--- src/rtl/game_vga_pkg.sv ---
// Shared 640x480@60 raster constants so every display block derives its
// timing from one source.
package game_vga_pkg;

  localparam int unsigned H_DISPLAY = 640;
  localparam int unsigned H_FRONT   = 16;
  localparam int unsigned H_SYNC    = 96;
  localparam int unsigned H_BACK    = 48;

  localparam int unsigned V_DISPLAY = 480;
  localparam int unsigned V_FRONT   = 10;
  localparam int unsigned V_SYNC    = 2;
  localparam int unsigned V_BACK    = 33;

  localparam int unsigned X_BITS = 10;
  localparam int unsigned Y_BITS = 10;

  function automatic int unsigned axis_total(input int unsigned display,
                                             input int unsigned front,
                                             input int unsigned sync,
                                             input int unsigned back);
    return display + front + sync + back;
  endfunction

  localparam int unsigned H_TOTAL = axis_total(H_DISPLAY, H_FRONT, H_SYNC, H_BACK);
  localparam int unsigned V_TOTAL = axis_total(V_DISPLAY, V_FRONT, V_SYNC, V_BACK);

endpackage

--- src/rtl/game_vga_timing_if.sv ---
// Raster bundle from the timing generator (master) to display blocks (slave).
interface game_vga_timing_if #(
   parameter int unsigned X_WIDTH = game_vga_pkg::X_BITS,
   parameter int unsigned Y_WIDTH = game_vga_pkg::Y_BITS
);
   logic               pixel_en;
   logic [X_WIDTH-1:0] pixel_x;
   logic [Y_WIDTH-1:0] pixel_y;
   logic               display_on;
   logic               hsync;
   logic               vsync;
   logic               line_start;
   logic               frame_start;

   modport master (
      output pixel_en, pixel_x, pixel_y, display_on,
             hsync, vsync, line_start, frame_start
   );

   modport slave (
      input  pixel_en, pixel_x, pixel_y, display_on,
             hsync, vsync, line_start, frame_start
   );
endinterface

--- src/rtl/game_vga_axis_counter.sv ---
// One raster axis: position counter with registered active and sync flags.
// Used once for the horizontal and once for the vertical axis.
module game_vga_axis_counter
   import game_vga_pkg::*;
#(
   parameter int unsigned DISPLAY = H_DISPLAY,
   parameter int unsigned FRONT   = H_FRONT,
   parameter int unsigned SYNC    = H_SYNC,
   parameter int unsigned BACK    = H_BACK,
   parameter int unsigned WIDTH   = X_BITS
) (
   input  logic             clk,
   input  logic             reset_n,
   input  logic             advance,
   output logic [WIDTH-1:0] pos,
   output logic             active,
   output logic             sync_n,
   output logic             wrap
);

   localparam int unsigned TOTAL   = axis_total(DISPLAY, FRONT, SYNC, BACK);
   localparam int unsigned SYNC_LO = DISPLAY + FRONT;
   localparam int unsigned SYNC_HI = SYNC_LO + SYNC;

   logic [WIDTH-1:0] pos_next;
   int unsigned      pos_next_u;

   // High on the last position, so the next advance returns to zero.
   assign wrap = (32'(pos) == TOTAL - 1);

   // NOTE: default first, so every path assigns pos_next and no latch is inferred.
   always_comb begin
      pos_next = pos;
      if (advance) begin
         pos_next = wrap ? '0 : pos + 1'b1;
      end
   end

   assign pos_next_u = 32'(pos_next);

   // Flags are decoded from the next position so they land with it.
   // NOTE: non-blocking assignments keep every flop sampling pre-edge values.
   always_ff @(posedge clk or negedge reset_n) begin
      if (!reset_n) begin
         pos    <= WIDTH'(TOTAL - 1);
         active <= 1'b0;
         sync_n <= 1'b1;
      end else begin
         pos    <= pos_next;
         active <= (pos_next_u < DISPLAY);
         sync_n <= !((pos_next_u >= SYNC_LO) && (pos_next_u < SYNC_HI));
      end
   end

endmodule

--- src/rtl/game_vga_timing.sv ---
// Raster timing generator: pixel-rate divider plus H/V axis counters, with
// coordinates, blanking, syncs and start pulses all updated on the same edge.
module game_vga_timing #(
   parameter int unsigned H_DISPLAY = game_vga_pkg::H_DISPLAY,
   parameter int unsigned H_FRONT   = game_vga_pkg::H_FRONT,
   parameter int unsigned H_SYNC    = game_vga_pkg::H_SYNC,
   parameter int unsigned H_BACK    = game_vga_pkg::H_BACK,
   parameter int unsigned V_DISPLAY = game_vga_pkg::V_DISPLAY,
   parameter int unsigned V_FRONT   = game_vga_pkg::V_FRONT,
   parameter int unsigned V_SYNC    = game_vga_pkg::V_SYNC,
   parameter int unsigned V_BACK    = game_vga_pkg::V_BACK,
   parameter int unsigned X_WIDTH   = game_vga_pkg::X_BITS,
   parameter int unsigned Y_WIDTH   = game_vga_pkg::Y_BITS,
   parameter int unsigned CLK_DIV   = 2
) (
   input  logic              clk,
   input  logic              reset_n,
   game_vga_timing_if.master vga
);
   import game_vga_pkg::*;

   localparam int unsigned H_TOT = axis_total(H_DISPLAY, H_FRONT, H_SYNC, H_BACK);
   localparam int unsigned V_TOT = axis_total(V_DISPLAY, V_FRONT, V_SYNC, V_BACK);
   localparam int unsigned DIV_W = (CLK_DIV > 1) ? $clog2(CLK_DIV) : 1;

   if (64'(H_TOT) > (64'd1 << X_WIDTH)) begin : g_chk_h
      $error("game_vga_timing: H total does not fit in X_WIDTH");
   end
   if (64'(V_TOT) > (64'd1 << Y_WIDTH)) begin : g_chk_v
      $error("game_vga_timing: V total does not fit in Y_WIDTH");
   end
   if (CLK_DIV < 1) begin : g_chk_div
      $error("game_vga_timing: CLK_DIV must be at least 1");
   end

   logic [DIV_W-1:0]   div_cnt;
   logic               tick;
   logic [X_WIDTH-1:0] h_pos;
   logic [Y_WIDTH-1:0] v_pos;
   logic               h_active, v_active, h_sync_n, v_sync_n, h_wrap, v_wrap;
   logic               pixel_en_q, line_start_q, frame_start_q;

   // With CLK_DIV=1 the counter never leaves zero, so tick stays high.
   assign tick = (div_cnt == DIV_W'(CLK_DIV - 1));

   always_ff @(posedge clk or negedge reset_n) begin
      if (!reset_n) begin
         div_cnt <= '0;
      end else begin
         div_cnt <= tick ? '0 : div_cnt + 1'b1;
      end
   end

   game_vga_axis_counter #(
      .DISPLAY(H_DISPLAY), .FRONT(H_FRONT), .SYNC(H_SYNC), .BACK(H_BACK),
      .WIDTH(X_WIDTH)
   ) u_h (
      .clk(clk), .reset_n(reset_n), .advance(tick),
      .pos(h_pos), .active(h_active), .sync_n(h_sync_n), .wrap(h_wrap)
   );

   game_vga_axis_counter #(
      .DISPLAY(V_DISPLAY), .FRONT(V_FRONT), .SYNC(V_SYNC), .BACK(V_BACK),
      .WIDTH(Y_WIDTH)
   ) u_v (
      .clk(clk), .reset_n(reset_n), .advance(tick && h_wrap),
      .pos(v_pos), .active(v_active), .sync_n(v_sync_n), .wrap(v_wrap)
   );

   // Pulses are captured on the tick edge, alongside the counter update.
   always_ff @(posedge clk or negedge reset_n) begin
      if (!reset_n) begin
         pixel_en_q    <= 1'b0;
         line_start_q  <= 1'b0;
         frame_start_q <= 1'b0;
      end else begin
         pixel_en_q    <= tick;
         line_start_q  <= tick && h_wrap;
         frame_start_q <= tick && h_wrap && v_wrap;
      end
   end

   assign vga.pixel_en    = pixel_en_q;
   assign vga.pixel_x     = h_pos;
   assign vga.pixel_y     = v_pos;
   assign vga.display_on  = h_active && v_active;
   assign vga.hsync       = h_sync_n;
   assign vga.vsync       = v_sync_n;
   assign vga.line_start  = line_start_q;
   assign vga.frame_start = frame_start_q;

endmodule

--- src/flat_wrapper.sv ---
// flat-port wrapper written by rule: the top's interface ports become plain ports
module game_vga_timing_flat import game_vga_pkg::*;
#(
   parameter int unsigned H_DISPLAY = game_vga_pkg::H_DISPLAY,
   parameter int unsigned H_FRONT   = game_vga_pkg::H_FRONT,
   parameter int unsigned H_SYNC    = game_vga_pkg::H_SYNC,
   parameter int unsigned H_BACK    = game_vga_pkg::H_BACK,
   parameter int unsigned V_DISPLAY = game_vga_pkg::V_DISPLAY,
   parameter int unsigned V_FRONT   = game_vga_pkg::V_FRONT,
   parameter int unsigned V_SYNC    = game_vga_pkg::V_SYNC,
   parameter int unsigned V_BACK    = game_vga_pkg::V_BACK,
   parameter int unsigned X_WIDTH   = game_vga_pkg::X_BITS,
   parameter int unsigned Y_WIDTH   = game_vga_pkg::Y_BITS,
   parameter int unsigned CLK_DIV   = 2
)
  (clk, reset_n, vga_pixel_en, vga_pixel_x, vga_pixel_y, vga_display_on, vga_hsync, vga_vsync, vga_line_start, vga_frame_start);
  game_vga_timing_if #(.X_WIDTH(X_WIDTH), .Y_WIDTH(Y_WIDTH)) vga_i ();
  input  logic clk;
  input  logic reset_n;
  output wire logic [$bits(vga_i.pixel_en)-1:0] vga_pixel_en;
  output wire logic [$bits(vga_i.pixel_x)-1:0] vga_pixel_x;
  output wire logic [$bits(vga_i.pixel_y)-1:0] vga_pixel_y;
  output wire logic [$bits(vga_i.display_on)-1:0] vga_display_on;
  output wire logic [$bits(vga_i.hsync)-1:0] vga_hsync;
  output wire logic [$bits(vga_i.vsync)-1:0] vga_vsync;
  output wire logic [$bits(vga_i.line_start)-1:0] vga_line_start;
  output wire logic [$bits(vga_i.frame_start)-1:0] vga_frame_start;
  assign vga_pixel_en = vga_i.pixel_en;
  assign vga_pixel_x = vga_i.pixel_x;
  assign vga_pixel_y = vga_i.pixel_y;
  assign vga_display_on = vga_i.display_on;
  assign vga_hsync = vga_i.hsync;
  assign vga_vsync = vga_i.vsync;
  assign vga_line_start = vga_i.line_start;
  assign vga_frame_start = vga_i.frame_start;
  game_vga_timing #(.H_DISPLAY(H_DISPLAY), .H_FRONT(H_FRONT), .H_SYNC(H_SYNC), .H_BACK(H_BACK), .V_DISPLAY(V_DISPLAY), .V_FRONT(V_FRONT), .V_SYNC(V_SYNC), .V_BACK(V_BACK), .X_WIDTH(X_WIDTH), .Y_WIDTH(Y_WIDTH), .CLK_DIV(CLK_DIV)) u_core (.clk(clk), .reset_n(reset_n), .vga(vga_i));
endmodule
--- config.mk ---
export PLATFORM = sky130hd
export DESIGN_NAME = game_vga_timing_flat
export DESIGN_NICKNAME = d
export VERILOG_FILES = /design/src/rtl/game_vga_pkg.sv /design/src/rtl/game_vga_timing_if.sv /design/src/rtl/game_vga_axis_counter.sv /design/src/rtl/game_vga_timing.sv /design/src/flat_wrapper.sv
export SDC_FILE = /design/constraint.sdc
export NUM_CORES = 1
export LEC_CHECK = 0
export ABC_AREA = 0
export CELL_PAD_IN_SITES_DETAIL_PLACEMENT = 0
export CELL_PAD_IN_SITES_GLOBAL_PLACEMENT = 1
export CORE_AREA = 4 4 65 67
export DETAILED_ROUTE_END_ITERATION = 8
export DIE_AREA = 0 0 69 71
export PLACE_DENSITY = 0.9
export SLEW_MARGIN = 30
export SYNTH_ARGS = -nofsm -noshare
export SYNTH_HDL_FRONTEND = slang
export SYNTH_SLANG_ARGS = --single-unit
--- constraint.sdc ---
create_clock -name clk -period 6.1 [get_ports clk]
set_input_delay 1.22 -clock clk [delete_from_list [all_inputs] [get_ports clk]]
set_output_delay 1.22 -clock clk [all_outputs]
set_load 0.02 [all_outputs]
== Yosys cells after proc, flatten, opt, wreduce, memory -nomap -nowiden ==
Cells that the tools add are included.
W data, S select, Z words.
Operators by class
  mux-type cells: 5
  multiply operators: 0
  divide/modulo/power cells: 0
  bitwise operators: 0
  magnitude comparators: 6
  reductions and logical operators: 7
  add/subtract/negate cells: 3
  equal/unequal tests: 2
  shifts and indexed selects: 0
Operators by type and width (number)
  $mux W10: 4
  $add A10 B1 Y10 const B: 2
  $eq A10 B10 Y1 const B: 2
  $lt A10 B10 Y1 const B: 2
  $lt A10 B9 Y1 const B: 2
  $ge A10 B10 Y1 const B: 1
  $ge A10 B9 Y1 const B: 1
  $logic_and A1 B1 Y1: 5
  $logic_not A1 Y1: 2
  $add A1 B1 Y1 const B: 1
  $mux W1: 1
Word-level totals
  memories kept: 0
  output and inout port bits: 26
  memory bits (writable): 0
  register bits: 28
  memory bits (read-only): 0
  bits of input ports: 2
  latch bits: 0
  logic and storage cells: 33

== Logic depth before layout (Yosys ltp) ==
  depth in word-level cells: 6
  gate-level depth with buffers: 9
  mapped depth without buffers: 7

== Modules after synthesis ==
A second synthesis with hierarchy kept.
Second synthesis, totals
  cells, all modules: 146
  area total of the unflattened synthesis: 1525.2 um^2
By module, submodules not included
  game_vga_axis_counter at u_core.u_v: times used 1, area each 719.4 um^2, seq. area each 305.3 um^2, cells each 69
  game_vga_axis_counter at u_core.u_h: times used 1, area each 681.9 um^2, seq. area each 310.3 um^2, cells each 69
  game_vga_timing: times used 1, area each 123.9 um^2, seq. area each 100.1 um^2, cells each 8

== Worst setup path after synthesis ==
Ideal clock, no wire load.
  path kind: flip-flop to flip-flop
  from: register u_core.u_h.pos[0]
  to: register u_core.u_v.active
  data required time: 5.947 ns
  buffers on the path: 2
  period minus slack after synthesis: 2.142 ns
  cell stages (with the launch flop): 10
  library setup time: 0.153 ns
  path slack: 3.958 ns
  data arrival time: 1.988 ns
  cell sequence: dfstp_2 -> ha_1 -> and4_1 -> clkbuf_1 -> nand3_1 -> inv_1 -> buf_6 -> nand3_1 -> xnor2_1 -> a41oi_1
Between the ends
  longest elaborated chain between the ends: 4
RTL lines
  from (decl): RTL line game_vga_axis_counter.sv:15  | output logic [WIDTH-1:0] pos,
  from (signal assigned): RTL line game_vga_axis_counter.sv:45  | pos <= WIDTH'(TOTAL - 1);
  from (signal assigned): RTL line game_vga_axis_counter.sv:49  | pos <= pos_next;
  $eq A10 B10 Y1: RTL line game_vga_axis_counter.sv:29  | assign wrap = (32'(pos) == TOTAL - 1);
  $logic_and A1 B1 Y1: RTL line game_vga_timing.sv:66  | .clk(clk), .reset_n(reset_n), .advance(tick && h_wrap),
  net u_core.u_v.advance: RTL line game_vga_axis_counter.sv:14  | input logic advance,
  $mux W10: RTL line game_vga_axis_counter.sv:34  | if (advance) begin
  net u_core.u_v.pos_next[6]: RTL line game_vga_axis_counter.sv:25  | logic [WIDTH-1:0] pos_next;
  $lt A10 B9 Y1: RTL line game_vga_axis_counter.sv:50  | active <= (pos_next_u < DISPLAY);
  to (signal assigned): RTL line game_vga_axis_counter.sv:50
  to (decl): RTL line game_vga_axis_counter.sv:16  | output logic active,
The timed path passes the listed nets, and every way through them passes these cells.

== Worst setup path in the final report ==
  from: register u_core.u_h.pos[4]
  to: output port vga_pixel_x[4]
RTL lines
  to (decl): RTL line flat_wrapper.sv:21  | output wire logic [$bits(vga_i.pixel_x)-1:0] vga_pixel_x;
No word-level cell between the ends.

==> flow_summary.toml <==
[outcome]
status = "finished, final reports clean"

[clock_tree]
hold_buffers = 0
cts_buffer_depth = 2
clock_latency_ns = 0.27
cts_setup_buffers = 0
cts_buffers = 3
cts_tree = "built"
cts.clk_slew.worst_paths_ns = 0.09
cts_max_level = 1
clkSinkCount = 28
cts_resized = 0
root_buffer = "clkbuf_8"

[synthesis]
synth_seq_area_share_pct = 46.6
async_flop_share_pct = 100
synth_cell_types = 46
avgSynthCellArea_um2 = 9.91
synth-edff-count = 0
synth_flop_cell = "dfrtp_1"
synthCells = 155
syn-num-nets = 160
yosysWarnings = 0
ys_ff_latch = 28
syn_area_um2 = 1540

[setup_path]
r2r_start = "u_core.u_h.pos[0]$_DFF_PN1_"
regToRegSetupSlack_ns = 3.35
required_ns = 4.88
crit_chain = "clkdlybuf4s50_1"
ff2ff_path_depth = 7
crit_path_max_fanout = 12
startpoint_type = "register"
cpPeakStageDelay_ns = 0.65
crit_arrival_ns = 1.56
crit_slowest_cell = "dfstp_2"
reg2reg_to = "u_core.u_v.active$_DFF_PN0_"
crit_type = "reg -> out"
crit_buf_inv = 1
end_kind = "primary output"
crit_family = "flip-flops"

[power]
internal_power_uw = 245
comb_power_share_pct = 1.5
swShare_pct = 19.2
power_uw = 303
seqPwrFrac_pct = 61.4
switchingPower_uw = 58.0
p_per_area_nw_per_um2 = 163
power_frac_clock_pct = 37.1
max-vdd-ir-drop_v = 0.000120
leakage_uw = 0.000706

[cells_and_area]
fillers = 340
drive_gt1_share_pct = 14.0
finalNetCount = 184
antenna_cells = 0
multi_input_area_um2 = 714
syn2layout_area_growth_pct = 20.6
regArea_um2 = 716
fin_area_um2 = 1850

[timing]
grt_setup_unrepaired = "no"
fin_hold_ws_ns = 0.515
tns_ns = 0
max_freq_mhz = 359
setup_violations = 0
fin_crit_sh_pct = 45.6
max-slew-margin-rel_pct = 58.4
drv_slew = 0
fin_crit_ns = 2.78
worstMarginPinSlew_ns = 0.615
hold_violations = 0
finClkSkew_ns = 0.00383

[drt]
routedWlPerCell_um = 14.5
dr.pass1.iters = 4
routed_via_density = 5.54
postRouteAntennaNets = 0
vias = 1252
drc = 0
drt-initial-drc-count = 106
routed_wl_um = 3270

[min_path]
hold_depth = 1
hold_path.class = "reg -> reg"
min_from = "u_core.u_h.pos[0]$_DFF_PN1_"
holdPathEnd = "u_core.u_h.pos[0]$_DFF_PN1_"

[grt]
grt_pass1_vias = 1193
grt_overflow = 0
gr-usage-all-layers_pct = 14.0
grt_max_degree = 29
antenna_found_initial = 0
grt_pass1_wl_um = 5710

[placement]
postPlaceCellArea_um2 = 1800
portBuffers = 27
dpl.hpwl_um = 2400
place_congestion = 0.911

[floorplanning]
ioPinCount = 28
core_um2 = 3630
die_w_um = 69
initial_core_util_pct = 42.3
placement_rows = 22
die_area_um2 = 4900
fp.dieH_um = 71

[run]
maxCapViolations = 0
cell usage in the layout (no fill, tap or decap), types with 3 or more instances in the layout:
| master | n |
|---|---|
| nand3_1 | 10 |
| inv_1 | 8 |
| dfstp_2 | 12 |
| nand4_1 | 7 |
| xor2_1 | 4 |
| nor2_1 | 10 |
| o21ai_0 | 10 |
| dfrtp_1 | 16 |
| nor3_1 | 5 |
| nor4_1 | 3 |
| o31ai_1 | 3 |
| clkdlybuf4s50_1 | 27 |
| clkbuf_8 | 4 |
| nand2_1 | 15 |
| ha_1 | 3 |
| xnor2_1 | 5 |
cell families after synthesis:
group / Yosys count / share of synthesized area [%]
AND/OR/NAND/NOR: 72 / 27.4
adder cells (fa/ha/maj): 3 / 2.44
AO/OA/AOI/OAI: 24 / 10.2
flip-flops: 28 / 46.6
multiplexers: 2 / 1.30
buffers and inverters: 17 / 6.92
XOR/XNOR: 9 / 5.13
per-layer routing:
metal	GRT usage, %	routed length, µm	part of all wire [%]
met4	3.69	26	0.80
met3	3.27	154	4.7
met2	23.5	1630	50
met5	0	0	0
met1	18.0	1460	45
power by group through the flow:
stage | combinational (µW) | clock [µW] | sequential (µW)
after global placement | 4.61 | 0 | 189
after detailed placement | 4.82 | 0 | 189
after CTS | 4.84 | 118 | 186
final | 4.45 | 112 | 186
after global routing | 5.36 | 127 | 186
after floorplan | 0.000284 | 0 | 189
registers in the layout, summed over array words and instances, names as in the netlist:
register,cells
u_core.vga.pixel_en,1
u_core.u_h.active,1
u_core.u_h.pos,10
u_core.u_v.sync_n,1
u_core.u_v.pos,10
u_core.div_cnt,1
u_core.u_h.sync_n,1
u_core.u_v.active,1
u_core.vga.line_start,1
u_core.vga.frame_start,1
cell usage after synthesis (2+ instances only):
library cell / n / area share, %
dfrtp_1: 16 / 26
nor4_1: 3 / 1.2
and2_1: 2 / 0.81
xor2_1: 4 / 2.3
a21oi_1: 2 / 0.65
nor2_1: 10 / 2.4
o211ai_1: 2 / 0.98
o21ai_0: 10 / 3.3
nand2b_1: 2 / 0.81
clkbuf_2: 2 / 0.65
xnor2_1: 5 / 2.9
nand3_1: 10 / 3.3
nand4_1: 7 / 2.9
ha_1: 3 / 2.4
buf_6: 4 / 2.9
o31ai_1: 3 / 1.5
nand4b_1: 2 / 1.1
inv_1: 8 / 2.0
mux2i_1: 2 / 1.3
nand2_1: 15 / 3.7
dfstp_2: 12 / 21
nor3_1: 5 / 1.6
and4_1: 2 / 1.1
clkbuf_1: 2 / 0.49
worst max-delay path by stage:
stage,endpoint,from,depth (start not counted)
after floorplan,u_core.u_v.active$_DFF_PN0_,u_core.u_h.pos[0]$_DFF_PN1_,9
after global placement,u_core.u_v.active$_DFF_PN0_,u_core.u_h.pos[0]$_DFF_PN1_,7
after detailed placement,u_core.u_v.active$_DFF_PN0_,u_core.u_h.pos[0]$_DFF_PN1_,7
after CTS,vga_pixel_x[4],u_core.u_h.pos[4]$_DFF_PN1_,1
after global routing,u_core.u_v.active$_DFF_PN0_,u_core.u_h.pos[1]$_DFF_PN1_,7
final,vga_pixel_x[4],u_core.u_h.pos[4]$_DFF_PN1_,1
per-stage QoR:
stage | setup WS (ns) | cells | util [%]
5_1_grt | 3.09 | 226 | 51.0
6_report | 3.32 | 226 | 51.0
3_3_place_gp | 3.51 | 222 | 49.5
3_5_place_dp | 3.37 | 222 | 49.5
4_1_cts | 3.30 | 226 | 51.0
2_1_floorplan | 3.96 | 155 | -
final cells by class:
class / count / share of cell area [%]
Sequential cell: 28 / 38.6
Multi-Input combinational cell: 110 / 38.6
Timing Repair Buffer: 28 / 15.0
Tap cell: 48 / 3.24
Clock buffer: 4 / 2.97
Inverter: 8 / 1.62
Note: power is estimated with default switching activity, not from simulation.
